File: src/rtl/fifo_pkg.sv
// Shared helpers for the async FIFO pointer logic: Gray/binary conversion
// and the MSB-inverted Gray compare used for full (write side) detection.
// Pointers are handled as zero-extended 32-bit words plus an explicit width,
// so one set of functions serves every pointer width up to 32 bits.
package fifo_pkg;

  localparam int FIFO_ADDRSIZE = 4;
  localparam int PTR_MAX_W     = 32;

  typedef logic [PTR_MAX_W-1:0] ptr_word_t;

  // Mask keeping the low 'width' bits of a pointer word.
  function automatic ptr_word_t ptr_mask(input int width);
    ptr_word_t m;
    if (width >= PTR_MAX_W) m = '1;
    else                    m = (ptr_word_t'(1) << width) - ptr_word_t'(1);
    return m;
  endfunction

  // Binary to Gray: each Gray bit is the XOR of adjacent binary bits.
  function automatic ptr_word_t bin2gray(input ptr_word_t bin, input int width);
    ptr_word_t b;
    b = bin & ptr_mask(width);
    return b ^ (b >> 1);
  endfunction

  // Gray to binary: binary bit i is the XOR-reduction of Gray bits i and up.
  function automatic ptr_word_t gray2bin(input ptr_word_t gray, input int width);
    ptr_word_t g;
    ptr_word_t b;
    g = gray & ptr_mask(width);
    b = '0;
    for (int i = 0; i < PTR_MAX_W; i++) begin
      if (i < width) b[i] = ^(g >> i);
    end
    return b;
  endfunction

  // True when two Gray pointers are exactly one lap apart: the top two bits
  // differ and every lower bit matches.
  function automatic logic gray_full_match(input ptr_word_t a_gray,
                                           input ptr_word_t b_gray,
                                           input int        width);
    ptr_word_t top2;
    top2 = ptr_word_t'(3) << (width - 2);
    return ((a_gray ^ b_gray) & ptr_mask(width)) == top2;
  endfunction

endpackage

File: src/rtl/fifo_sync_ptr.sv
// Multi-flop synchronizer for a Gray-coded pointer crossing clock domains.
// Pure flop chain: no logic between stages, so each stage has a full cycle
// to resolve metastability. Used for rptr->wclk and wptr->rclk alike.
module fifo_sync_ptr
  import fifo_pkg::*;
#(
  parameter int WIDTH       = FIFO_ADDRSIZE + 1,
  parameter int SYNC_STAGES = 2
) (
  input  logic             clk,
  input  logic             rst_n,
  input  logic [WIDTH-1:0] d,
  output logic [WIDTH-1:0] q
);

  logic [WIDTH-1:0] sync_q [SYNC_STAGES];

  // Shift the asynchronous pointer through the flop chain.
  always_ff @(posedge clk or negedge rst_n) begin
    if (!rst_n) begin
      for (int i = 0; i < SYNC_STAGES; i++) sync_q[i] <= '0;
    end else begin
      sync_q[0] <= d;
      for (int i = 1; i < SYNC_STAGES; i++) sync_q[i] <= sync_q[i-1];
    end
  end

  assign q = sync_q[SYNC_STAGES-1];

endmodule

File: src/rtl/fifo_wptr_full.sv
// Write-side controller of the async FIFO (wclk domain).
// Keeps the binary/Gray write pointers, synchronizes the read Gray pointer,
// and produces registered full, almost-full, occupancy and sticky overflow.
//
// Write handshake: winc is a per-cycle request; wclken is the grant. A write
// happens on a wclk edge exactly when wclken=1 (winc=1 and not full). A
// request while full is dropped, leaves the pointer untouched and sets
// woverflow. There is no backpressure beyond wfull itself.
module fifo_wptr_full
  import fifo_pkg::*;
#(
  parameter int ADDRSIZE     = FIFO_ADDRSIZE,
  parameter int AFULL_THRESH = 12,
  parameter int SYNC_STAGES  = 2
) (
  input  logic                wclk,
  input  logic                wrst_n,
  input  logic                winc,
  input  logic                wclr_ovf,
  input  logic [ADDRSIZE:0]   rptr_gray,
  output logic [ADDRSIZE:0]   wptr_gray,
  output logic [ADDRSIZE-1:0] waddr,
  output logic                wclken,
  output logic                wfull,
  output logic                walmost_full,
  output logic [ADDRSIZE:0]   wcount,
  output logic                woverflow
);

  localparam int               PTR_W     = ADDRSIZE + 1;
  localparam logic [PTR_W-1:0] AFULL_VAL = PTR_W'(AFULL_THRESH);

  logic [PTR_W-1:0] wbin;
  logic [PTR_W-1:0] wbin_next;
  logic [PTR_W-1:0] wgray_next;
  logic [PTR_W-1:0] wq_rptr;
  logic [PTR_W-1:0] wq_rptr_bin;
  logic [PTR_W-1:0] wcount_next;
  logic             wfull_next;
  logic             walmost_full_next;

  // Read pointer brought into wclk; it lags the true read pointer, which
  // makes full and occupancy conservative.
  fifo_sync_ptr #(
    .WIDTH       (PTR_W),
    .SYNC_STAGES (SYNC_STAGES)
  ) u_sync_rptr (
    .clk   (wclk),
    .rst_n (wrst_n),
    .d     (rptr_gray),
    .q     (wq_rptr)
  );

  // Grant, next pointer, and next-state flags from the post-write pointer.
  // wclken is also held low while reset is asserted so the memory sees no
  // writes during reset.
  always_comb begin
    wclken            = winc & ~wfull & wrst_n;
    wbin_next         = wbin + {{ADDRSIZE{1'b0}}, wclken};
    wgray_next        = PTR_W'(bin2gray(ptr_word_t'(wbin_next), PTR_W));
    wq_rptr_bin       = PTR_W'(gray2bin(ptr_word_t'(wq_rptr), PTR_W));
    wcount_next       = wbin_next - wq_rptr_bin;
    wfull_next        = gray_full_match(ptr_word_t'(wgray_next),
                                        ptr_word_t'(wq_rptr), PTR_W);
    walmost_full_next = (wcount_next >= AFULL_VAL);
  end

  assign waddr = wbin[ADDRSIZE-1:0];

  // Write pointer registers, binary and Gray, advanced together.
  always_ff @(posedge wclk or negedge wrst_n) begin
    if (!wrst_n) begin
      wbin      <= '0;
      wptr_gray <= '0;
    end else begin
      wbin      <= wbin_next;
      wptr_gray <= wgray_next;
    end
  end

  // Registered status: full, almost-full, occupancy and sticky overflow
  // (a new overflow takes priority over a clear in the same cycle).
  always_ff @(posedge wclk or negedge wrst_n) begin
    if (!wrst_n) begin
      wfull        <= 1'b0;
      walmost_full <= 1'b0;
      wcount       <= '0;
      woverflow    <= 1'b0;
    end else begin
      wfull        <= wfull_next;
      walmost_full <= walmost_full_next;
      wcount       <= wcount_next;
      woverflow    <= (winc & wfull) | (woverflow & ~wclr_ovf);
    end
  end

endmodule

File: config.mk
export PLATFORM = sky130hd
export DESIGN_NAME = fifo_wptr_full
export DESIGN_NICKNAME = d
export VERILOG_FILES = /design/src/rtl/fifo_pkg.sv /design/src/rtl/fifo_sync_ptr.sv /design/src/rtl/fifo_wptr_full.sv
export SDC_FILE = /design/constraint.sdc
export NUM_CORES = 1
export LEC_CHECK = 0
export ABC_AREA = 1
export CAP_MARGIN = 20
export CORE_MARGIN = 10
export CORE_UTILIZATION = 45
export DETAILED_ROUTE_END_ITERATION = 8
export PLACE_DENSITY = 0.7
export SKIP_CTS_REPAIR_TIMING = 1
export SLEW_MARGIN = 20
export SYNTH_ARGS = -nofsm -noshare
export SYNTH_HDL_FRONTEND = slang
export SYNTH_HIERARCHICAL = 1
export SYNTH_SLANG_ARGS = --single-unit
File: constraint.sdc
create_clock -name wclk -period 2.3 [get_ports wclk]
set_input_delay 0.46 -clock wclk [delete_from_list [all_inputs] [get_ports wclk]]
set_output_delay 0.46 -clock wclk [all_outputs]
set_load 0.02 [all_outputs]
==> flow_results.org <==
** Routing
- The routed layout has roughly 1000 vias.
- Using the TritonRoute via totals, the vias-per-cell ratio works out to between 4 and 5.
- After detailed routing, the average wire length per cell comes to between 10 and 15 microns.
- Length of the first detailed-routing pass in iterations :: 5
- Iteration-0 DRC count of the detailed router :: 28
- DRC violation count after routing :: 0
- The routed design has 2810 microns of wire.
- DRT antenna net count :: 0

** Die
- Initial cell density of the core :: between 40% and 50%
- Placement row count :: 19
- In this run the horizontal extent of the chip is between 70 and 80 microns.
- The core region is 0.00278 sq mm.
- Total Die Area :: between 0.005 and 0.006 sq mm
- During I/O placement, the number of pins put on the boundary was 27.
- Measured along the y axis, the die boundary spans 74.1 microns.

** Global routing
- Fraction of met1 tracks used by global routing :: 11.7%
- The first global-routing pass estimated 4660 microns of wire.
- Via count of the first global-routing pass :: 1087
- The total overflow left after global routing is 0.
- Met2 usage in global routing :: roughly 18%
- Largest net degree at the start of global routing :: 28
- met2 is the most crowded layer.
- Antenna violations before repair :: 0
- Global-route usage over all layers :: a little over a tenth
- For met3 alone, demand over resource in global routing was 2.66%.

** Synthesis
- Counting every instance in the synthesized netlist gives 151.
- The synthesized netlist occupies a cell area of between 0.001 and 0.0015 sq mm.
- The share of the Yosys chip area taken by registers is 51.2%.
- Number of distinct library cells after synthesis :: 19
- After synthesis the netlist holds a flip-flop and latch count of 27.
- Post-Syn Area per Cell :: 8.73 sq um
- The number of nets in the synthesized netlist is 165.
- For this run, the number of Yosys warnings is 6.

** Pwr
- Sequential power share :: approximately a third
- Leakage :: about 0.9 nW
- The internal power of the cells totals 0.00128 W.
- In this run the power spent charging and discharging nets is 0.000982 W.
- Comb power frac :: 59.3%
- Clock network fraction of total power :: 8.6%
- Power spread over the standard cell area amounts to about 1300 mW/mm^2.
- Sw Ratio :: 43.5%
- Largest voltage drop on the vdd net :: between 0.8 and 0.9 mV

** Layout
- 0 antenna diodes ended up in the layout.
- Final core utilization :: a little under two thirds
- Number of standard cells in the final layout excluding fillers :: about 220
- Area growth from synthesis to layout :: 33.6%
- Layout cell share with drive strength beyond 1 :: 25.3%
- Layout Nets :: 201

** Flow run
- Across the run, the number of max-cap violations was 0.

** Place
- Placer congestion estimate :: 0.852
- Once placement completed, the tool counted placed cells totaling 209.
- Port buffer count :: 26
- Detailed placement ended at an HPWL of approximately 2200 microns.

** STA
- Measured against its own limit, the worst slew margin works out to 78.8%.
- Period utilization :: 96.2%
- Timing would allow up to roughly 450 MHz.
- Unrepaired setup endpoints after global routing :: true
- The final-report max-slew violation count was 0.
- Counting I/O delays and the setup requirement, the final critical path takes around 2.2 ns.
- Measured slew at the worst slew-check pin :: 0.318 ns
- Across the routed clock network, the largest skew measured is approximately 0.0014 ns.
- Hold is met by 0.364 ns.
- Final hold violations :: 0
- Final count of negative-setup-slack endpoints :: 0

** Critical path
- STA puts the critical path data required time at 2.52 ns.
- STA classifies the critical path startpoint as a flip-flop.
- Crit path kind :: reg2reg
- At the worst endpoint, the arrival time is 2.43 ns.
- Of all nets on the critical path, the largest fanout is 4.
- Kind of end point of the critical path :: flip-flop

** Clock tree
- The clock passes through at most 2 buffers.
- Number of levels the H-tree was split into :: 1
- Worst-Skew Late Latency :: 0.31 ns
- The number of clock buffers added by TritonCTS is 3.
- CTS tree :: built
- The clock drives 27 sinks.
- Root Driver :: clkbuf_4
- Clock-pin slew was measured on the worst setup and hold paths at 0.13 ns.

** Run status
- The run finished with clean final reports.

** Hold path
- The worst hold path belongs to the class reg2reg.
-- registers in the layout, indices dropped and copies added, names as in the netlist --
| register | count |
|---|---|
| u_sync_rptr/q | 5 |
| u_sync_rptr/sync_q | 5 |
| wbin | 5 |
| wcount | 5 |
| wptr_gray | 4 |
| walmost_full | 1 |
| wfull | 1 |
| woverflow | 1 |
-- path summary, 6_finish.rpt --
check	slack, ns	end	cells past startpoint	from
worst max-delay path	0.09	walmost_full	15	u_sync_rptr/q[4]
worst min-delay path	0.36	u_sync_rptr/q[2]	0	u_sync_rptr/sync_q[7]
worst max register to register	0.09	walmost_full	15	u_sync_rptr/q[4]
worst min register to register	0.36	u_sync_rptr/q[2]	0	u_sync_rptr/sync_q[7]
max in group asynchronous	1.48	u_sync_rptr/q[4]	2	wrst_n
min in group asynchronous	0.56	u_sync_rptr/q[1]	2	wrst_n
-- final cells by class --
type	instances	area, sq um
sequential	27	677
fill	225	1020
tap	31	38.8
timing repair buffer	37	345
multi-input combinational	93	581
inverter	25	93.8
clock buffer	4	26.3
-- Yosys cell counts --
cell type	instances	share of area, %
nand2_1	51	15
nor2_2	1	0.47
buf_4	5	2.8
ha_1	4	3.8
nand4_1	4	1.9
nand3_2	4	3.0
nand2_2	11	5.2
inv_1	21	6.0
nand3_1	10	3.8
o21ai_0	1	0.38
a21oi_1	1	0.38
and2_1	1	0.47
xor2_2	1	1.2
fa_1	1	1.5
dfrtp_1	27	51
xor2_1	1	0.66
nor2_1	2	0.57
inv_2	4	1.1
buf_6	1	0.85
-- stage by stage --
| stage | power [W] | instance area, sq um | setup TNS (ns) | setup slack (ns) |
|---|---|---|---|---|
| after floorplan | 0.00146 | 1320 | 0 | 0.0668 |
| after global placement | 0.00194 | 1620 | -1.17 | -0.278 |
| final | 0.00226 | 1760 | 0 | 0.0866 |
| after detailed placement | 0.00198 | 1620 | -1.65 | -0.403 |
| after global routing | 0.00246 | 1760 | -0.0711 | -0.0441 |
| after CTS | 0.00218 | 1650 | -0.440 | -0.158 |
-- per-layer routing --
layer	vias up	routed length [microns]
li1	527	-
met1	483	1100
met2	29	1460
met3	8	181
met4	0	69
met5	-	0
-- critical path: stages, from the launching register on --
cell	delay [ns]
dfrtp_2	0.47
inv_2	0.11
nand2_2	0.06
nand3_2	0.10
nand2_4	0.08
xor2_4	0.15
xor2_1	0.15
inv_1	0.08
ha_4	0.17
fa_2	0.37
nand2_2	0.07
nand2_2	0.06
nand2_1	0.05
nand2_1	0.07
nand2_2	0.07
nand2_1	0.05
-- power by group through the flow --
stage / clock, W / combinational, W / sequential (W)
detailed placement: 0 / 0.00126 / 0.000729
global route: 0.000224 / 0.00149 / 0.000746
CTS: 0.000203 / 0.00126 / 0.000718
global placement: 0 / 0.00122 / 0.000719
floorplan: 0 / 0.000582 / 0.000881
finish: 0.000194 / 0.00134 / 0.000726
-- cells in the final DEF (no fill, tap or decap), types with 2 or more instances in the layout --
cell type / netlist / final
buf_4: 5 / 11
nand2_1: 51 / 46
nand2_4: 0 / 2
nand2_2: 11 / 14
nand4_1: 4 / 4
dfrtp_1: 27 / 26
nand3_2: 4 / 3
clkdlybuf4s50_1: 0 / 25
nand3_1: 10 / 10
ha_4: 0 / 2
clkbuf_4: 0 / 3
inv_1: 21 / 20
ha_1: 4 / 2
inv_2: 4 / 5
-- cell families (layout without fill, tap and decap cells) --
| kind of cell | after synthesis | count (layout) | synth area share [%] |
|---|---|---|---|
| compound gates | 2 | 2 | 0.758 |
| xor+xnor | 2 | 2 | 1.90 |
| fa+ha+maj | 5 | 5 | 5.31 |
| buf+inv | 31 | 66 | 10.8 |
| flops | 27 | 27 | 51.2 |
| simple gates | 84 | 84 | 30.0 |
No activity file was read; power rests on OpenSTA's default activity.
